File: src/rtl/uart_core.sv
// rtl/uart_core.sv - 8N1 fixed-baud UART core with a one-byte receive buffer
module uart_core #(
    parameter int CLKS_PER_BIT = 434
) (
    input  logic       clk,
    input  logic       rst_n,
    input  logic       rx,
    output logic       tx,
    output logic [7:0] data_out,
    output logic       rxrdy,
    input  logic       oen,
    input  logic [7:0] data_in,
    input  logic       wen,
    output logic       txrdy,
    output logic       overflow,
    output logic       framing_err
);
    localparam logic [15:0] BIT_LAST  = 16'(CLKS_PER_BIT - 1);
    localparam logic [15:0] HALF_LAST = 16'(CLKS_PER_BIT / 2 - 1);

    typedef enum logic [1:0] {TX_IDLE, TX_START, TX_DATA, TX_STOP} tx_state_e;
    typedef enum logic [2:0] {RX_IDLE, RX_START, RX_DATA, RX_STOP, RX_WAIT_HIGH} rx_state_e;

    tx_state_e   tx_state_q, tx_state_d;
    logic [15:0] tx_cnt_q, tx_cnt_d;
    logic [2:0]  tx_idx_q, tx_idx_d;
    logic [7:0]  tx_shift_q;
    logic        tx_q, tx_d;
    logic        txrdy_q, txrdy_d;
    logic        tx_accept;

    assign tx_accept = !wen && txrdy_q;

    always_ff @(posedge clk or negedge rst_n) begin
        if (!rst_n) begin
            tx_state_q <= TX_IDLE;
            tx_cnt_q   <= '0;
            tx_idx_q   <= '0;
        end else begin
            tx_state_q <= tx_state_d;
            tx_cnt_q   <= tx_cnt_d;
            tx_idx_q   <= tx_idx_d;
        end
    end

    always_comb begin
        tx_state_d = tx_state_q;
        tx_cnt_d   = tx_cnt_q;
        tx_idx_d   = tx_idx_q;
        if (tx_state_q == TX_IDLE) begin
            tx_cnt_d = '0;
            if (tx_accept) begin
                tx_state_d = TX_START;
            end
        end else if (tx_cnt_q != BIT_LAST) begin
            tx_cnt_d = tx_cnt_q + 16'd1;
        end else begin
            tx_cnt_d = '0;
            if (tx_state_q == TX_START) begin
                tx_state_d = TX_DATA;
                tx_idx_d   = '0;
            end else if (tx_state_q == TX_DATA) begin
                if (tx_idx_q == 3'd7) begin
                    tx_state_d = TX_STOP;
                end else begin
                    tx_idx_d = tx_idx_q + 3'd1;
                end
            end else begin
                tx_state_d = TX_IDLE;
            end
        end
    end

    // tx and txrdy are registered, so the line lags the FSM by one cycle
    always_comb begin
        tx_d = 1'b1;
        case (tx_state_q)
            TX_START: tx_d = 1'b0;
            TX_DATA:  tx_d = tx_shift_q[tx_idx_q];
            default:  tx_d = 1'b1;
        endcase
        txrdy_d = (tx_state_q == TX_IDLE) && !tx_accept;
    end

    always_ff @(posedge clk or negedge rst_n) begin
        if (!rst_n) begin
            tx_q       <= 1'b1;
            txrdy_q    <= 1'b1;
            tx_shift_q <= '0;
        end else begin
            tx_q    <= tx_d;
            txrdy_q <= txrdy_d;
            if (tx_accept) begin
                tx_shift_q <= data_in;
            end
        end
    end

    logic        rx_meta_q, rx_sync_q;
    rx_state_e   rx_state_q, rx_state_d;
    logic [15:0] rx_cnt_q, rx_cnt_d;
    logic [2:0]  rx_idx_q, rx_idx_d;
    logic [7:0]  rx_shift_q;
    logic [7:0]  data_out_q;
    logic        rxrdy_q, overflow_q, framing_err_q;
    logic        rx_shift_en, rx_stop_done, rx_deliver, rx_ferr, rx_read;

    always_ff @(posedge clk or negedge rst_n) begin
        if (!rst_n) begin
            rx_meta_q  <= 1'b1;
            rx_sync_q  <= 1'b1;
            rx_state_q <= RX_IDLE;
            rx_cnt_q   <= '0;
            rx_idx_q   <= '0;
        end else begin
            rx_meta_q  <= rx;
            rx_sync_q  <= rx_meta_q;
            rx_state_q <= rx_state_d;
            rx_cnt_q   <= rx_cnt_d;
            rx_idx_q   <= rx_idx_d;
        end
    end

    always_comb begin
        rx_state_d = rx_state_q;
        rx_cnt_d   = rx_cnt_q + 16'd1;
        rx_idx_d   = rx_idx_q;
        case (rx_state_q)
            RX_IDLE: begin
                rx_cnt_d = '0;
                if (!rx_sync_q) begin
                    rx_state_d = RX_START;
                end
            end
            RX_START: begin
                if (rx_cnt_q == HALF_LAST) begin
                    rx_cnt_d   = '0;
                    rx_idx_d   = '0;
                    rx_state_d = rx_sync_q ? RX_IDLE : RX_DATA;
                end
            end
            RX_DATA: begin
                if (rx_cnt_q == BIT_LAST) begin
                    rx_cnt_d = '0;
                    if (rx_idx_q == 3'd7) begin
                        rx_state_d = RX_STOP;
                    end else begin
                        rx_idx_d = rx_idx_q + 3'd1;
                    end
                end
            end
            RX_STOP: begin
                if (rx_cnt_q == BIT_LAST) begin
                    rx_cnt_d   = '0;
                    rx_state_d = rx_sync_q ? RX_IDLE : RX_WAIT_HIGH;
                end
            end
            default: begin
                rx_cnt_d = '0;
                if (rx_sync_q) begin
                    rx_state_d = RX_IDLE;
                end
            end
        endcase
    end

    always_comb begin
        rx_shift_en  = (rx_state_q == RX_DATA) && (rx_cnt_q == BIT_LAST);
        rx_stop_done = (rx_state_q == RX_STOP) && (rx_cnt_q == BIT_LAST);
        rx_deliver   = rx_stop_done && rx_sync_q;
        rx_ferr      = rx_stop_done && !rx_sync_q;
        rx_read      = !oen && rxrdy_q;
    end

    // A read in the same cycle as a delivery frees the buffer for the new byte
    always_ff @(posedge clk or negedge rst_n) begin
        if (!rst_n) begin
            rx_shift_q    <= '0;
            data_out_q    <= '0;
            rxrdy_q       <= 1'b0;
            overflow_q    <= 1'b0;
            framing_err_q <= 1'b0;
        end else begin
            framing_err_q <= rx_ferr;
            if (rx_shift_en) begin
                rx_shift_q <= {rx_sync_q, rx_shift_q[7:1]};
            end
            if (rx_deliver) begin
                if (!rxrdy_q || rx_read) begin
                    data_out_q <= rx_shift_q;
                    rxrdy_q    <= 1'b1;
                end else begin
                    overflow_q <= 1'b1;
                end
            end else if (rx_read) begin
                rxrdy_q    <= 1'b0;
                overflow_q <= 1'b0;
            end
        end
    end

    assign tx          = tx_q;
    assign txrdy       = txrdy_q;
    assign data_out    = data_out_q;
    assign rxrdy       = rxrdy_q;
    assign overflow    = overflow_q;
    assign framing_err = framing_err_q;

endmodule

File: config.mk
export PLATFORM = sky130hd
export DESIGN_NAME = uart_core
export DESIGN_NICKNAME = d
export VERILOG_FILES = /design/src/rtl/uart_core.sv
export SDC_FILE = /design/constraint.sdc
export NUM_CORES = 1
export LEC_CHECK = 0
export BUFFER_PORTS_ARGS = -buffer_cell sky130_fd_sc_hd__clkbuf_2
export CORE_UTILIZATION = 35
export CTS_CLUSTER_SIZE = 10
export DETAILED_ROUTE_END_ITERATION = 16
export GPL_ROUTABILITY_DRIVEN = 0
export SETUP_SLACK_MARGIN = 0.2
export SLEW_MARGIN = 20
export SYNTH_ARGS = -nofsm -noshare
export SYNTH_HDL_FRONTEND = slang
export SYNTH_SLANG_ARGS = --single-unit
export TNS_END_PERCENT = 1
File: constraint.sdc
create_clock -name clk -period 1.7 [get_ports clk]
set_input_delay 0.255 -clock clk [delete_from_list [all_inputs] [get_ports clk]]
set_output_delay 0.255 -clock clk [all_outputs]
set_load 0.01 [all_outputs]
Yosys cells after proc, flatten, opt, wreduce, memory -nomap -nowiden
Cells that the tools add are included.

Add/subtract/negate cells: 4. Magnitude comparators: 1. Equal/unequal tests: 22. Mux-type cells: 35. Bitwise gates (word level): 2. Reductions and logical operators: 27.

Operators by type and width (number): 16-bit two-way mux (4); 3-bit two-way mux (13); 16-bit by 1-bit adder with 16-bit output, second input constant (2); 16-bit one-hot mux with 2 select lines (1); 2-bit inequality test, second input constant (9); 16-bit by 8-bit equality test with 1-bit output, second input constant (1); 16-bit by 9-bit equality test with 1-bit output, second input constant (1); 16-bit by 9-bit inequality test with 1-bit output, second input constant (1); 2-bit two-way mux (7); 3-bit one-hot mux with 4 select lines (1); 4-bit AND reduction (2); 1-bit logical AND (7); 3-bit by 1-bit adder with 3-bit output, second input constant (2); 3-bit by 2-bit equality test with 1-bit output, second input constant (2); 3-bit equality test, second input constant (2); 1-bit two-way mux (6); 3-bit one-hot mux with 2 select lines (1); 2-bit AND reduction (3); 6-bit AND reduction (1); 2-bit nonzero test (3); 1-bit zero test (5); 5-bit nonzero test (1); 3-bit by 4-bit < comparator with 1-bit output, second input constant (1); 2-bit by 1-bit inequality test with 1-bit output, second input constant (2); other kinds (12) (13).

Register bits: 74. Bits of input ports: 13. Word-level logic and storage cells: 107.

Logic depth before layout (Yosys ltp)
Gate-level depths: netlist of run 1.

Word-level depth: 6. Mapped depth: 8. Mapped depth without buffers: 6.

Least setup slack after synthesis of run 1
No wires, ideal clock.

Kind: reg-to-reg. Start point: register rx_cnt_q[0]. End point: register rx_shift_q[0]. Library setup time: 0.125 ns. Arrival: 1.656 ns. Required time: 1.575 ns. Path slack: -0.081 ns. Cell stages (with the launch flop): 8. Buffers on the path: 2. Clock period less this slack: 1.781 ns. Cell sequence: dfrtp_1 ha_1 and3_1 and4_1 buf_4 and2_1 buf_6 mux2_4.

Cells in the longest elaborated chain, start to end: 2.

RTL lines: from (decl) (line 101) `logic [15:0] rx_cnt_q, rx_cnt_d;`; from (signal assigned) (line 119) `rx_cnt_q <= rx_cnt_d;`; 16-bit by 9-bit equality test with 1-bit output (line 168) `rx_shift_en = (rx_state_q == RX_DATA) && (rx_cnt_q == BIT_LAST);`; 1-bit logical AND (line 168); to (signal assigned) (line 186) `rx_shift_q <= {rx_sync_q, rx_shift_q[7:1]};`; to (decl) (line 103) `logic [7:0] rx_shift_q;`.

Every way passes these cells. A chain may end at the register's enable or synchronous reset.

Worst setup path in the final report of run 1
Start point: register tx_cnt_q[1]. End point: register tx_idx_q[2].

Cells in the longest elaborated chain, start to end: 3.

RTL lines: from (decl) (line 25) `logic [15:0] tx_cnt_q, tx_cnt_d;`; from (signal assigned) (line 41) `tx_cnt_q <= tx_cnt_d;`; 16-bit by 9-bit inequality test with 1-bit output (line 55) `end else if (tx_cnt_q != BIT_LAST) begin`; 1-bit NOT (no line); 4-bit AND reduction (no line); to (signal assigned) (line 42) `tx_idx_q <= tx_idx_d;`; to (decl) (line 26) `logic [2:0] tx_idx_q, tx_idx_d;`.

Every way passes these cells.

==> results.md, run 1 <==
* Final Max Tran Viols at 0
* Global-route usage over all layers at 0.143
* Fin util at 0.473
* CP Cell Sequence: inv_1 > ha_1 > and4b_1 > nand4_1 > nor3_2 > buf_4 > mux2_2
* Die width at 104 µm
* Number of global-route vias before repair at 2632
* CP arrival at 2030 ps
* DR DRC count at 0
* Final setup fails at 39
* Post-synthesis sequential area ratio at 0.513
* Bufs on Longest Clock Path at 2
* Top cell type by total area after synthesis: dfrtp_1
* Syn Nets at approximately 340
* Pwr Total at 3.57 mW
* Die area at 10700 µm²
* Cell family with the largest share of critical-path delay: simple AND/OR/NAND/NOR gates
* Worst path depth at 7
* Synth area leaders: dfrtp_1, mux2_4, xnor2_1, ha_1, nor2_1
* H-tree depth at 3
* Number of port buffers at 25
* FILL cells at 920
* Final Hold Viols at 0
* Final TNS setup at -2070 ps
* Failing checks: setup timing
* Reg area at around 1900 µm²
* Max Cap Viol at 0
* Antenna Cells at 0
* Via count at about 2600
* Total Wirelength at 7.05 mm
* Post-route clock period utilization at 1.05
* Largest stage delay on the critical path at 390 ps
* Post-DP HPWL at between 4 and 5 mm
* Hold slack final at roughly 120 ps
* Design Area, Final at 4690 µm²
* Status: finished with violations
* Multi-input logic area at 1720 µm²
* Root buffer cell: clkbuf_8
* Vias per inst at about 4.8
* CTS tree: yes
* Ys flop type: dfrtp_1
* Clock Skew at around 9 ps
* Static Leak at ~2.2 nW
* Worst R2R Path Depth at 7
* Layout cells sized above 1 at 0.361
* Commonest non-fill, non-tap cell in the layout: dfrtp_1
* Nets at 431
* Max transition margin at 0.717
* Non-filler cells, final at around 540
* Crit end category: flip-flop
* Initial antenna violation count at 0
* Peak VDD IR at a little over 0.0004 V
* Crit-path max FO at 4
* Power density cells at between 700 and 800 nW/µm²
* Initial Util at 0.365
* Startpoint Class: flip-flop
* Post-synthesis cell area at 3620 µm²
* Largest net degree at the start of global routing at 41
* Crit-path slowest cell: dfrtp_1
* Clock transition at the registers of the reported paths at 80 ps
* Chip height at 104 µm
* FP Rows at 36
* Crit path required time at a little under 2000 ps
* Max Clk Rate at between 0.5 and 0.6 GHz
* Worst slack at placement at -127 ps
* Worst skew pair latency at between 300 and 400 ps
* Antenna viol nets, final at 0
* GRT overflow at 0
* Synth top area share at 0.484
* Post-Place Cells at 522
* I/O pin cnt at 26
* Post-synth EDFFs at 0
* Commonest cells after routing, fill and taps aside: dfrtp_1, buf_4, nor2_1
* Tightest Pin Transition at a little over 400 ps
* Avg Cell Area, Syn at ~11 µm²
* Cells after Synth at around 320
* DP Area at ~4300 µm²
* Drt pass-1 iters at 4
* Per-cell routed wire length at approximately 13 µm
* Unique masters post-synth at between 40 and 50
* Syn. warnings at 0
* Num CTS Buffers at 9
* Critical path class: flip-flop to flip-flop
* Initial DRC count at between 100 and 150
* Async S/R FF share, synth at 1.00
* Hold path depth at 2
* RSZ-0062 raised after global routing: yes
* Slack of the critical path at -79.7 ps
* Global-route wire length before repair at 12.3 mm
* Core footprint at 9910 µm²
* #FFs+latches synth at 74
* Minimum clock period at around 1800 ps
* P&R area growth vs syn at 29.7%
* Clock Sink Count at 74
* CP bufs+invs at 2
* Hold crit path type: input port to flip-flop
[metal layers]
metal	GRT usage	wire [µm]	vias up
li1	-	-	1285
met1	0.181	3270	1247
met2	0.227	3400	39
met3	0.0390	243	10
met4	0.0683	134	0
met5	0	0	-
[logic make-up (layout without fill, tap and decap cells)]
family	Yosys count	in the layout	synth area share
simple gates	125	125	0.183
mux	32	32	0.122
flops	74	74	0.513
xor+xnor	27	27	0.0654
fa+ha+maj	13	13	0.0450
buf+inv	24	118	0.0298
compound gates	21	21	0.0415
[cell type report]
class / count / area share
inverters: 18 / 0.0144
repair buffers: 84 / 0.134
flip-flops and latches: 74 / 0.396
well taps: 133 / 0.0355
clock inverters: 7 / 0.0264
multi-input cells: 218 / 0.367
clock buffers: 9 / 0.0264
[cells in the mapped netlist, types with 3 or more instances]
| cell type | n |
|---|---|
| inv_1 | 18 |
| or3_1 | 3 |
| nor4_1 | 10 |
| xor2_1 | 3 |
| xnor2_1 | 24 |
| dfrtp_1 | 70 |
| mux2_2 | 12 |
| nor2b_1 | 4 |
| nand4_1 | 9 |
| nor2_1 | 42 |
| ha_1 | 13 |
| mux2_4 | 16 |
| o21ai_0 | 4 |
| dfstp_2 | 4 |
| nand2_1 | 14 |
| nand3_1 | 15 |
| and3_1 | 3 |
| nor3_1 | 10 |
| a21oi_1 | 5 |
[registers in the layout (all words and copies together) (netlist names)]
signal       flops
txrdy            1
rx_sync_q        1
data_out         8
rx_shift_q       8
tx               1
overflow         1
rx_meta_q        1
framing_err      1
tx_state_q       2
tx_idx_q         3
rx_state_q       3
rx_idx_q         3
tx_shift_q       8
rx_cnt_q        16
tx_cnt_q        16
rxrdy            1
[worst paths after layout]
| path | startpoint | endpoint | slack [ps] |
|---|---|---|---|
| max | tx_cnt_q[1] | tx_idx_q[2] | -80 |
| max in group asynchronous | rst_n | txrdy | 830 |
| min | data_in[0] | tx_shift_q[0] | 120 |
| min reg2reg | rx_meta_q | rx_sync_q | 360 |
| max reg2reg | tx_cnt_q[1] | tx_idx_q[2] | -80 |
| min in group asynchronous | rst_n | rx_cnt_q[7] | 300 |
[where the power goes]
| group | switching [mW] | internal [mW] |
|---|---|---|
| logic | 0.0465 | 0.0327 |
| clock network | 0.724 | 0.990 |
| registers | 0.00570 | 1.77 |
[timing repair]
item / 4_1_cts / 5_1_grt
pin swaps: 11 / 4
hold buffers: 2 / 0
resized for setup: 11 / 5
endpoints found under the hold margin: 18 / 0
endpoints found under the setup margin: 60 / 62
buffers inserted: 1 / 2
Note: power is estimated with default switching activity, not from simulation.
==> inputs of run 2 (changes only) <==
Settings changed: ABC_AREA from default to 1.
==> results.md, run 2 <==
* Status: completed
* Initial antenna violation count at 0
* Die width at ~110 µm
* Cells after Synth at roughly 460
* Core footprint at about 10000 µm²
* GRT overflow at 0
* CP arrival at 1760 ps
* Nets at between 500 and 600
* Antenna Cells at 0
* Minimum clock period at roughly 1500 ps
* DP Area at 4200 µm²
* H-tree depth at 3
* Critical path class: flip-flop to flip-flop
* Num CTS Buffers at 9
* Avg Cell Area, Syn at ~8.4 µm²
* Hold crit path type: input port to flip-flop
* Initial Util at 0.367
* DR DRC count at 0
* Max transition margin at 0.714
* #FFs+latches synth at 74
* Syn. warnings at 0
* Initial DRC count at about 120
* Design Area, Final at 4720 µm²
* Max Clk Rate at 0.657 GHz
* Most common cell in the netlist: nand2_1
* Power density cells at roughly 750 nW/µm²
* Per-cell routed wire length at ~12 µm
* Synth top area share at 0.456
* Die area at approximately 11000 µm²
* Hold slack final at between 100 and 150 ps
* Final setup fails at 0
* Clock Skew at 7.80 ps
* Clock transition at the registers of the reported paths at approximately 80 ps
* Static Leak at approximately 2.2 nW
* Bufs on Longest Clock Path at 2
* Post-synth EDFFs at 0
* Commonest non-fill, non-tap cell in the layout: nand2_1
* CTS tree: yes
* Peak VDD IR at roughly 0.00043 V
* Top cell type by total area after synthesis: dfrtp_1
* Post-DP HPWL at approximately 5.6 mm
* Tightest Pin Transition at roughly 430 ps
* Global-route usage over all layers at 0.148
* I/O pin cnt at 26
* Layout cells sized above 1 at 0.270
* Post-synthesis cell area at between 3000 and 4000 µm²
* Startpoint Class: flip-flop
* Number of global-route vias before repair at around 3000
* RSZ-0062 raised after global routing: yes
* Final Max Tran Viols at 0
* Largest regs: rx_cnt_q: 16 flops, tx_cnt_q: 16 flops
* FF-to-FF setup slack at roughly 180 ps
* Drt pass-1 iters at 4
* Clock Sink Count at 74
* P&R area growth vs syn at 23.0%
* Ys flop type: dfrtp_1
* Number of port buffers at 25
* Max Cap Viol at 0
* Post-route clock period utilization at 0.895
* FILL cells at 1032
* Post-synthesis sequential area ratio at 0.484
* Crit path required time at 1930 ps
* Vias per inst at approximately 4.8
* Global-route wire length before repair at 13.5 mm
* Syn Nets at between 400 and 500
* Commonest cells after routing, fill and taps aside: nand2_1, dfrtp_1, inv_1
* Worst slack at placement at around 140 ps
* Antenna viol nets, final at 0
* Worst skew pair latency at 350 ps
* Crit end category: flip-flop
* Most frequent cells after synthesis: nand2_1, dfrtp_1, inv_1
* Chip height at ~110 µm
* Total Wirelength at 8.03 mm
* Via count at around 3200
* Final TNS setup at 0 ps
* FP Rows at 37
* Final Hold Viols at 0
* Unique masters post-synth at between 40 and 50
* Fin util at 0.452
* Post-Place Cells at approximately 620
* Largest net degree at the start of global routing at 31
* Async S/R FF share, synth at 1.00
* Slack of the critical path at 178 ps
* Crit-path max FO at 4
* Root buffer cell: clkbuf_8
* Synth area leaders: dfrtp_1, nand2_1, inv_1, ha_1, nor2_1
* Non-filler cells, final at approximately 660
* Pwr Total at between 3 and 4 mW
run 2: cell types whose count changed in the layout (fill, tap and decap cells not counted), sizes merged, moves of 15 or more:
cell	before	now
a21oi	5	20
buf	58	25
inv	21	53
mux2	28	0
nand2	14	136
o21ai	4	23
xnor2	24	6
run 2: area by class of cell:
cell class / instances / area (µm²) / share of cell area
multi-input combinational: 325 / 1870 / 0.396
clock inverter: 4 / 98.8 / 0.0209
clock buffer: 12 / 145 / 0.0307
tap: 136 / 170 / 0.0360
inverter: 56 / 228 / 0.0482
timing repair buffer: 51 / 353 / 0.0747
sequential: 74 / 1860 / 0.394
run 2: report_power, final:
part	switching, mW	leakage (nW)	total [mW]	internal, mW
clock	0.651	0.121	1.67	1.02
sequential	0.00987	0.968	1.79	1.78
combinational	0.0518	1.13	0.0814	0.0296
total	0.713	2.22	3.54	2.83
run 2: final timing paths:
| kind | endpoint | cells past startpoint | from |
|---|---|---|---|
| worst max-delay path | rx_state_q[1] | 9 | rx_cnt_q[1] |
| worst min-delay path | tx_shift_q[2] | 3 | data_in[2] |
| worst max register to register | rx_state_q[1] | 9 | rx_cnt_q[1] |
| worst min register to register | rx_sync_q | 0 | rx_meta_q |
| max in group asynchronous | rx_cnt_q[15] | 3 | rst_n |
| min in group asynchronous | rx_cnt_q[4] | 2 | rst_n |
run 2: kinds of logic after synthesis:
kind of cell / synth area share
flip-flops: 0.484
buffers and inverters: 0.0668
AO/OA/AOI/OAI: 0.0759
adder cells (fa/ha/maj): 0.0424
XOR/XNOR: 0.0297
AND/OR/NAND/NOR: 0.302
run 2: metal layers:
layer	GRT usage	wire length, µm	vias up
li1	-	-	1587
met2	0.251	3890	70
met4	0.0528	150	0
met1	0.187	3670	1482
met5	0	0	-
met3	0.0310	311	15
run 2: critical path, stage by stage, from the launching register on:
cell and delay [ps]:
dfrtp_2 450, inv_2 70, ha_2 180, nand2_1 90, nor2_4 140, nand2_2 90, nand2_1 100, nand2_2 90
o21ai_2 150, nand2_1 60
run 2: repair_timing:
item	CTS	global route
endpoints found under the setup margin	27	54
hold buffers	2	0
gates resized for setup	4	38
pin swaps	0	10
setup buffers	0	15
cloned	0	1
endpoints found under the hold margin	26	0
==> inputs of run 3 (changes only) <==
==> constraint.sdc (replaced) <==
create_clock -name clk -period 1.7 [get_ports clk]
set_input_delay 0.34 -clock clk [delete_from_list [all_inputs] [get_ports clk]]
set_output_delay 0.34 -clock clk [all_outputs]
set_load 0.01 [all_outputs]
==> results.md, run 3 (synthesized netlist as in run 2, its figures left out) <==
* Status: completed
* CP Cell Sequence: inv_2 > ha_4 > nand3_2 > nor2_2 > nand2_2 > nand2_4 > buf_4 > a21oi_1
* Nets at 538
* Setup crit start: rx_cnt_q[0]
* Final setup fails at 0
* Clock Skew at approximately 12 ps
* CP arrival at about 1700 ps
* Root buffer cell: clkbuf_8
* CTS tree: yes
* Non-filler cells, final at about 650
* Slack of the critical path at between 200 and 250 ps
* Tightest Pin Transition at between 400 and 500 ps
* Pwr Total at between 3 and 4 mW
* Global-route usage over all layers at 0.145
* Initial Util at 0.367
* Antenna viol nets, final at 0
* Reg2reg start: rx_cnt_q[0]
* Critical path class: flip-flop to flip-flop
* Crit-path max FO at 8
* Cell family with the largest share of critical-path delay: flip-flops
* Clock Sink Count at between 70 and 80
* Core footprint at between 10000 and 15000 µm²
* Startpoint Class: flip-flop
* Largest net degree at the start of global routing at 31
* Antenna Cells at 0
* Worst skew pair latency at 350 ps
* Max Clk Rate at slightly below 0.7 GHz
* Total Wirelength at between 7 and 8 mm
* I/O pin cnt at 26
* Power density cells at ~780 nW/µm²
* Final Max Tran Viols at 0
* Max Cap Viol at 0
* Initial DRC count at around 110
* Worst slack at placement at roughly 130 ps
* Minimum clock period at about 1500 ps
* Global-route wire length before repair at 13.3 mm
* Commonest non-fill, non-tap cell in the layout: nand2_1
* Bufs on Longest Clock Path at 2
* GRT overflow at 0
* Max transition margin at 0.732
* Num CTS Buffers at 9
* Number of global-route vias before repair at ~3100
* DR DRC count at 0
* Largest regs: rx_cnt_q: 16 flops, tx_cnt_q: 16 flops
* CP bufs+invs at 2
* Chip height at about 110 µm
* Largest stage delay on the critical path at around 480 ps
* Post-route clock period utilization at 0.873
* Number of port buffers at 25
* Hold Startpoint: rx
* Peak VDD IR at ~0.00048 V
* H-tree depth at 3
* Vias per inst at 4.73
* Clock transition at the registers of the reported paths at roughly 80 ps
* Via count at 3087
* P&R area growth vs syn at 24.3%
* Initial antenna violation count at 0
* Post-DP HPWL at about 5.4 mm
* Die width at ~110 µm
* Crit path required time at 1930 ps
* Crit end category: flip-flop
* FP Rows at 37
* Layout cells sized above 1 at 0.277
* Hold crit path type: input port to flip-flop
* Post-Place Cells at between 600 and 700
* Per-cell routed wire length at between 10 and 15 µm
* Die area at roughly 11000 µm²
* Drt pass-1 iters at 4
* Final Hold Viols at 0
* RSZ-0062 raised after global routing: yes
* Final TNS setup at 0 ps
* FF-to-FF setup slack at roughly 220 ps
* Commonest cells after routing, fill and taps aside: nand2_1, dfrtp_1, inv_1
* Static Leak at ~2.2 nW
* Crit-path slowest cell: dfrtp_2
-- run 3: what timing repair did --
item                                    in CTS  in global routing
setup buffers                                0                 11
gates resized for setup                      4                 50
cloned                                       0                  1
endpoints found under the hold margin       25                  0
hold buffers                                 1                  0
endpoints found under the setup margin      19                 52
pin swaps                                    0                 19
-- run 3: layer usage --
| metal | share of wire | vias up | wire, µm | track usage |
|---|---|---|---|---|
| met5 | 0 | - | 0 | 0 |
| met4 | 0.014 | 0 | 105 | 0.0538 |
| met3 | 0.024 | 9 | 186 | 0.0292 |
| met2 | 0.49 | 41 | 3800 | 0.245 |
| met1 | 0.47 | 1465 | 3680 | 0.181 |
| li1 | - | 1572 | - | - |
-- run 3: worst paths after layout --
kind	end	depth (start not counted)
setup / recovery	rx_cnt_q[8]	8
hold / removal	rx_meta_q	1
setup reg to reg	rx_cnt_q[8]	8
hold reg to reg	rx_sync_q	0
max in group asynchronous	rx_cnt_q[15]	3
min in group asynchronous	rx_cnt_q[3]	2
-- run 3: power by group --
| group | internal, mW | switching (mW) | total (mW) |
|---|---|---|---|
| Sequential | 1.78 | 0.00876 | 1.79 |
| Combinational | 0.0281 | 0.0510 | 0.0792 |
| Clock | 1.14 | 0.706 | 1.85 |
| Total | 2.95 | 0.766 | 3.71 |
-- run 3: worst register-to-register path: cells and delay by family, from the launching register on --
kind / cells / cell delay, ps
flip-flops: 1 / 480
AND/OR/NAND/NOR: 4 / 380
buffers and inverters: 2 / 280
AO/OA/AOI/OAI: 1 / 80
adder cells (fa/ha/maj): 1 / 130
-- run 3: final cells by class --
class / count / area [µm²]
clock buffers: 9 / 124
well taps: 136 / 170
inverters: 56 / 234
repair buffers: 46 / 313
fillers: 1000 / 5690
flip-flops and latches: 74 / 1860
clock inverters: 7 / 146
multi-input cells: 325 / 1930
-- run 3: through the flow --
| step | area [µm²] | util | hold slack [ps] |
|---|---|---|---|
| floorplan | 3840 | - | 44.4 |
| global placement | 4200 | 0.401 | 312 |
| detailed placement | 4200 | 0.401 | 313 |
| CTS | 4490 | 0.429 | 53.5 |
| global route | 4770 | 0.456 | 47.4 |
| finish | 4770 | 0.456 | 67.2 |
